**config.mk**
```make
export PLATFORM = sky130hd
export DESIGN_NAME = out_write_queue
export DESIGN_NICKNAME = d
export VERILOG_FILES = /design/src/rtl/out_write_queue.sv
export SDC_FILE = /design/constraint.sdc
export NUM_CORES = 1
export LEC_CHECK = 0
export CORE_ASPECT_RATIO = 1.1
export CORE_MARGIN = 2
export CORE_UTILIZATION = 54
export CTS_CLUSTER_SIZE = 16
export DETAILED_ROUTE_END_ITERATION = 16
export PLACE_DENSITY_LB_ADDON = 0.1
export SYNTH_ARGS = -nofsm -noshare
export SYNTH_HDL_FRONTEND = slang
export SYNTH_SLANG_ARGS = --single-unit
export TNS_END_PERCENT = 20
```
**constraint.sdc**
```tcl
create_clock -name clock -period 7.3 [get_ports clock]
set_input_delay 1.095 -clock clock [delete_from_list [all_inputs] [get_ports clock]]
set_output_delay 1.095 -clock clock [all_outputs]
set_load 0.1 [all_outputs]
```
**src/rtl/out_write_queue.sv**
```systemverilog
// out_write_queue: buffers display-write requests in a DEPTH-entry FIFO and
// drains them one at a time as a single-cycle outdisplay strobe, followed by
// GAP idle cycles, for the downstream 8-slot hex display driver.
//
// Optional build macro OUT_COALESCE_EN: a push that targets the same display
// slot as the newest still-queued entry overwrites that entry's values in
// place instead of allocating a new one.
//
// state  | meaning
// IDLE   | waiting for a queued entry; pops head when count != 0
// PULSE  | outdisplay high this cycle; schedules the idle gap
// WAIT   | counting down gap_cnt idle cycles before the next pop
module out_write_queue #(
  parameter int DEPTH = 8,
  parameter int GAP   = 3
) (
  input  logic                     clock,
  input  logic                     reset,
  input  logic                     wr_valid,
  output logic                     wr_ready,
  input  logic [15:0]              wr_val1,
  input  logic [15:0]              wr_val2,
  input  logic [2:0]               wr_sel,
  output logic [15:0]              outval1,
  output logic [15:0]              outval2,
  output logic [2:0]               outsel,
  output logic                     outdisplay,
  output logic [$clog2(DEPTH):0]   count,
  output logic                     overflow,
  input  logic                     clr_ovf
);

  localparam int AW = $clog2(DEPTH);
  localparam logic [AW:0] CNT_FULL = (AW+1)'(DEPTH);
  localparam logic [AW:0] CNT_ONE  = (AW+1)'(1);

  typedef enum logic [1:0] {ST_IDLE, ST_PULSE, ST_WAIT} state_t;

  state_t         state_q, state_d;
  logic [3:0]     gap_cnt, gap_d;
  logic [15:0]    mem_v1 [DEPTH];
  logic [15:0]    mem_v2 [DEPTH];
  logic [2:0]     mem_sel [DEPTH];
  logic [AW-1:0]  wr_ptr, rd_ptr, last_ptr;
  logic           push, pop, alloc, coalesce;

  // Ready depends only on registered occupancy, never on a same-edge pop.
  assign wr_ready = (count != CNT_FULL);
  assign push     = wr_valid && wr_ready;
  assign alloc    = push && !coalesce;
  assign last_ptr = wr_ptr - 1'b1;

`ifdef OUT_COALESCE_EN
  logic [2:0] last_sel;
  logic       last_vld;

  // The newest entry is being popped this edge exactly when it is the only one.
  assign coalesce = push && last_vld && (wr_sel == last_sel) && !(pop && count == CNT_ONE);

  // Track the slot of the newest queued entry while it is still in the FIFO.
  always_ff @(posedge clock or posedge reset) begin
    if (reset) begin
      last_sel <= '0;
      last_vld <= 1'b0;
    end else if (alloc) begin
      last_sel <= wr_sel;
      last_vld <= 1'b1;
    end else if (pop && count == CNT_ONE) begin
      last_vld <= 1'b0;
    end
  end
`else
  assign coalesce = 1'b0;
`endif

  // Entry storage: new entries at wr_ptr, coalesced writes patch the newest one.
  always_ff @(posedge clock) begin
    if (alloc) begin
      mem_v1[wr_ptr]  <= wr_val1;
      mem_v2[wr_ptr]  <= wr_val2;
      mem_sel[wr_ptr] <= wr_sel;
    end else if (coalesce) begin
      mem_v1[last_ptr] <= wr_val1;
      mem_v2[last_ptr] <= wr_val2;
    end
  end

  // Pointers and occupancy; simultaneous alloc and pop leave count unchanged.
  always_ff @(posedge clock or posedge reset) begin
    if (reset) begin
      wr_ptr <= '0;
      rd_ptr <= '0;
      count  <= '0;
    end else begin
      if (alloc) wr_ptr <= wr_ptr + 1'b1;
      if (pop)   rd_ptr <= rd_ptr + 1'b1;
      if (alloc && !pop)      count <= count + 1'b1;
      else if (!alloc && pop) count <= count - 1'b1;
    end
  end

  // Drain sequencer next-state: pop from IDLE, strobe, then GAP idle cycles.
  always_comb begin
    state_d = state_q;
    gap_d   = gap_cnt;
    pop     = 1'b0;
    case (state_q)
      ST_IDLE: begin
        if (count != '0) begin
          pop     = 1'b1;
          state_d = ST_PULSE;
        end
      end
      ST_PULSE: begin
        if (GAP == 0) begin
          state_d = ST_IDLE;
        end else begin
          gap_d   = 4'(GAP - 1);
          state_d = ST_WAIT;
        end
      end
      ST_WAIT: begin
        if (gap_cnt == 4'd0) state_d = ST_IDLE;
        else                 gap_d   = gap_cnt - 4'd1;
      end
      default: state_d = ST_IDLE;
    endcase
  end

  // Sequencer state register and gap down-counter.
  always_ff @(posedge clock or posedge reset) begin
    if (reset) begin
      state_q <= ST_IDLE;
      gap_cnt <= '0;
    end else begin
      state_q <= state_d;
      gap_cnt <= gap_d;
    end
  end

  // Output registers hold the last popped entry; strobe only on the pop edge.
  always_ff @(posedge clock or posedge reset) begin
    if (reset) begin
      outval1    <= '0;
      outval2    <= '0;
      outsel     <= '0;
      outdisplay <= 1'b0;
    end else begin
      outdisplay <= pop;
      if (pop) begin
        outval1 <= mem_v1[rd_ptr];
        outval2 <= mem_v2[rd_ptr];
        outsel  <= mem_sel[rd_ptr];
      end
    end
  end

  // Sticky overflow; a new stall wins over a same-cycle clear.
  always_ff @(posedge clock or posedge reset) begin
    if (reset)                      overflow <= 1'b0;
    else if (wr_valid && !wr_ready) overflow <= 1'b1;
    else if (clr_ovf)               overflow <= 1'b0;
  end

endmodule

```
* After elaboration in Yosys (flattened, before gate mapping)
Memory sizes are Yosys's and may differ from the RTL's. A register that Yosys moved wholly into a read port is not among the register bits.
Cells that the tools add are included.
** Word-level totals
- Register bits :: 18
- RAM bits :: 280
- Output and inout bits :: 42
- Word-level logic and storage cells :: 49
- Bits of input ports :: 39
- Memories kept :: 3
** Cells by class
- Add/subtract/negate cells :: 5
- Muxes and demuxes :: 13
- Reduce and logical (&&, ||, !) cells :: 15
- Equal/unequal tests :: 6
** Memory list
- mem_v1 :: words 8, width 16, rd ports 1, clocked after memory_dff 1, write ports 1, RTL line 41 : logic [15:0] mem_v1 [DEPTH];
- mem_v2 :: words 8, width 16, rd ports 1, clocked after memory_dff 1, write ports 1, RTL line 42 : logic [15:0] mem_v2 [DEPTH];
- mem_sel :: words 8, width 3, rd ports 1, clocked after memory_dff 1, write ports 1, RTL line 43 : logic [2:0] mem_sel [DEPTH];
** Operators with widths (number)
- 4-bit 2-to-1 mux :: 3
- 4-bit case mux with 2 select lines :: 1
- 4-bit by 1-bit subtractor with 4-bit output (second input constant) :: 2
- 3-bit by 1-bit adder with 3-bit output (second input constant) :: 2
- 1-bit 2-to-1 mux :: 6
- 2-bit inequality test (second input constant) :: 3
- 2-bit case mux with 3 select lines :: 1
- 2-bit nonzero test :: 3
- 4-bit by 1-bit adder with 4-bit output (second input constant) :: 1
- 1-bit logical AND :: 4
- 4-bit logical NOT :: 1
- 2-bit 2-to-1 mux :: 2
- 4-bit inequality test (second input constant) :: 1
- 2-bit AND reduction :: 2
- 4-bit nonzero test :: 1
- 1-bit logical NOT :: 3
- 2-bit by 1-bit == test with 1-bit output (second input constant) :: 1
- 2-bit == test (second input constant) :: 1
- 2-bit logical NOT :: 1

* Logic depth before layout (Yosys ltp)
- Depth after elaboration :: 6
- Gate-level depth with buffers :: 11
- Gate-level depth less buffers :: 10

* Least setup slack after synthesis
OpenSTA, ideal clock, no wires.
- Path type :: register to register
- Start :: reg count[0]
- End :: mem mem_sel[0][0] (enable)
- Path slack :: 2595 ps
- Library setup time :: 471 ps
- Arrival time :: 4234 ps
- Cell stages (with the launch flop) :: 6
- Data required time :: 6829 ps
- Buffers on the path :: 0
- Period minus slack after synthesis :: 4705 ps
- Cells stage by stage :: dfrtp_1 or4b_4 nand2_2 inv_2 nand2b_1 nor3_1
** On the way
- Cells in the longest elaborated chain, start to end :: 4
** Ends and longest elaborated chain
- start: declaration :: RTL line 28 : output logic [$clog2(DEPTH):0] count,
- start signal: assignment :: RTL line 97 : if (alloc && !pop) count <= count + 1'b1;
- start signal: assignment :: RTL line 98 : else if (!alloc && pop) count <= count - 1'b1;
- 4-bit inequality test :: RTL line 48 : assign wr_ready = (count != CNT_FULL);
- via wr_ready :: RTL line 20 : output logic wr_ready,
- 1-bit logical AND :: RTL line 49 : assign push = wr_valid && wr_ready;
- via alloc :: RTL line 45 : logic push, pop, alloc, coalesce;
- 1-bit 2-to-1 mux :: RTL line 78 : if (alloc) begin
- 1-bit 2-to-1 mux (implied by the code) :: RTL line 81 : mem_sel[wr_ptr] <= wr_sel;
- end: declaration :: RTL line 43
The timed path passes the listed nets, and every way through them passes these cells.

* Worst setup path in the final report
- Start :: reg count[0]
- End :: out wr_ready
** On the way
- Cells in the longest elaborated chain, start to end :: 1
** Ends and longest elaborated chain (RTL line)
- 4-bit inequality test :: 48
- end: declaration :: 20
No other way between the ends.

==> metrics.yaml <==
run_status: "complete, no violations"
regToRegSetupSlack_ps: 3800
drt_iter0_drc: 370
synth_edf_count: 280
diodes: 0
stdcell_count: 1193
fill_cells: 1658
setup_slack_ps: 3680
seq_area_frac_synth_pct: 74.8
slowest_delay_ps: 980
remaining_drc_errors: 0
startpoint: "count[0]"
clock-sinks: 333
yosysWarnings: 0
cts_resized: 0
grt_use_met1_pct: 25.3
dp.final_hpwl_um: 13600
yosys.area.top_type: "edfxtp_1"
holdPathStages: 2
end_kind: "primary output"
crit_chain: "or4b_4 -> clkdlybuf4s50_1"
cp_data_required_time_ps: 6200
setup_viol: 0
dp_slack_ps: 3740
cp_top_family: "buffers and inverters"
power_density_mw_per_mm2: 473
async_reset_ff_share_pct: 15.9
initial_utilization_pct: 54.9
hp-class: "reg2reg"
grt_start_max_net_pins: 63
yosys_most_used_dff: "edfxtp_1"
finalCriticalPeriod_ps: 3620
max_clock_freq_ghz: 0.277
ant_nets: 0
synth_nets: 823
crit_end: "wr_ready"
grt_pass1_vias: 7311
core_area_sq_mm: 0.0237
tns_ps: 0
synth_common_cells: "edfxtp_1, mux2i_1, nand2_1"
r2r-start: "count[0]"
path_clk_slew_ps: 60
syn_avg_cell_area_sq_um: 16.8
use_met2_pct: 36.2
syn_inst: 777
rsz0062_at_grt: "no"
dr.pass1.iters: 5
hold_buffers: 0
rows: 59
critical_path_class: "reg2out"
area_delta_synth_final_pct: 17.0
cts_buffers: 35
grt_util_met3_pct: 3.41
critPathLaunchType: "register"
nets: 908
final_core_util_pct: 64.3
cp_slowest_cell: "clkdlybuf4s50_1"
synth.area.top_cells: "edfxtp_1, mux2i_1, dfrtp_1"
synth-xor-area-share_pct: 0.336
dieHeight_um: 167
synth_adder_area_share_pct: 0.730
critPathMaxFanout: 6
synth_cell_types: 42
place_inst: 1130
die_width_um: 152
drt-total-wl_um: 25100
io_buffers: 80
drive_gt1_share_pct: 10.9
grt_pass1_wl_um: 40100
ctsHtreeMaxLevel: 2
skew_ps: 10.7
period_share_pct: 49.5
ir_drop_v: 0.000397
grt_overflow: 0
synth-seq-cells: 333
vias: 6793
r2r-end: "count[3]"
pin_count: 81
cts_tree: "built"
synth_compound_area_share_pct: 4.96
cts_root_buffer: "clkbuf_16"
ctsLongestPathBuffers: 3
crit_cells: 2
yosysTopAreaCellShare_pct: 64.6
synth_top_family_by_area: "multiplexers"
critical_path_arrival_ps: 2520
worst_pin_slew_ps: 1140
gp_congestion: 0.806
path_buf_inv: 1
drv_cap: 0
grt.total_usage_pct: 20.1
post_cts_buffers: 0
grt.busiest_layer: "met2"
hold_viol: 0
relSlewSlack_pct: 23.8
dieArea_sq_mm: 0.0254
synth_mux_area_share_pct: 10.9
wl_per_cell_um: 21.1
via_per_inst: 5.69
yosys.area_share.simple_pct: 5.92
reg2reg_depth: 10
maxSlewViolCount: 0
clk_latency_ps: 500
p_leak_uw: 0.00563
syn_area_sq_mm: 0.0130
yosysMostFrequentCell: "edfxtp_1"
antenna_found_initial: 0
state kept, by name, indices dropped and copies added, names as in the netlist:
signal and cells:
count 4, gap_cnt 4, mem_sel 24, mem_v1 128
mem_v2 128, outdisplay 1, outsel 3, outval1 16
outval2 16, overflow 1, rd_ptr 3, state_q 2
wr_ptr 3
metal layers:
| metal | share of wire, % | routed length (um) |
|---|---|---|
| met4 | 2.0 | 509 |
| met2 | 52 | 13000 |
| met3 | 3.6 | 914 |
| met1 | 43 | 10700 |
| met5 | 0 | 0 |
cells by family (layout without fill, tap and decap cells):
group                    count (synthesis)  in the layout
AO/OA/AOI/OAI                           88             88
XOR/XNOR                                 5              5
multiplexers                           141            141
buffers and inverters                   53            164
flip-flops                             333            333
AND/OR/NAND/NOR                        150            150
adder cells (fa/ha/maj)                  7              7
worst min path at each step:
stage                            from           to  slack, ps
after CTS                 outval2[13]  outval2[13]        480
after global routing       outval2[2]   outval2[2]        500
after global placement    outval2[14]  outval2[14]        460
after floorplan             wr_ptr[0]    wr_ptr[0]        480
final                      outval2[5]   outval2[5]        470
after detailed placement  outval2[13]  outval2[13]        460
placed cells by master (no fill, tap or decap), drive strengths merged:
cell type      instances
nand2                 85
a32o                   1
a22oi                 71
dfrtp                 53
buf                   10
bufinv                 3
clkbuf                52
nor4bb                 1
or3b                   1
clkdlybuf4s50         80
a21boi                 1
inv                   10
mux2                   1
nor4                   2
a22o                   1
fa                     1
ha                     6
a21o                   2
or3                    1
a21oi                  3
nand2b                 3
and2                   1
or4b                   1
a31oi                  1
o22ai                  1
edfxtp               280
mux2i                140
nor3                   4
clkinv                 9
o21ai                  5
nor2                   8
a2111oi                1
nand3                 39
nor2b                  2
a221o                  1
xnor2                  5
or4                    2
power by group:
| part | switching [uW] | internal (uW) | total [uW] |
|---|---|---|---|
| combinational | 1960 | 823 | 2780 |
| clock | 679 | 1060 | 1740 |
| sequential | 216 | 2470 | 2680 |
worst min-delay path, cell delays in order (launching register included):
cell     delay (ps)
dfrtp_1         340
nand2_1          50
nand2_1          50
area by class of cell:
cell class / instances / area, sq um / share of cell area (%)
sequential: 333 / 9740 / 63.9
multi-input combinational: 391 / 3050 / 20.0
clock buffer: 52 / 1000 / 6.58
timing repair buffer: 90 / 876 / 5.75
tap: 305 / 382 / 2.51
clock inverter: 11 / 140 / 0.920
inverter: 11 / 42.5 / 0.279
metrics by stage:
stage / instance area [sq um] / total power (uW) / hold WS [ps]
after floorplan: 13000 / 4850 / 485
after global placement: 14100 / 5440 / 461
after detailed placement: 14100 / 5520 / 462
after CTS: 15200 / 7270 / 475
after global routing: 15200 / 7560 / 496
final: 15200 / 7200 / 471
No activity file was read; power rests on OpenSTA's default activity.
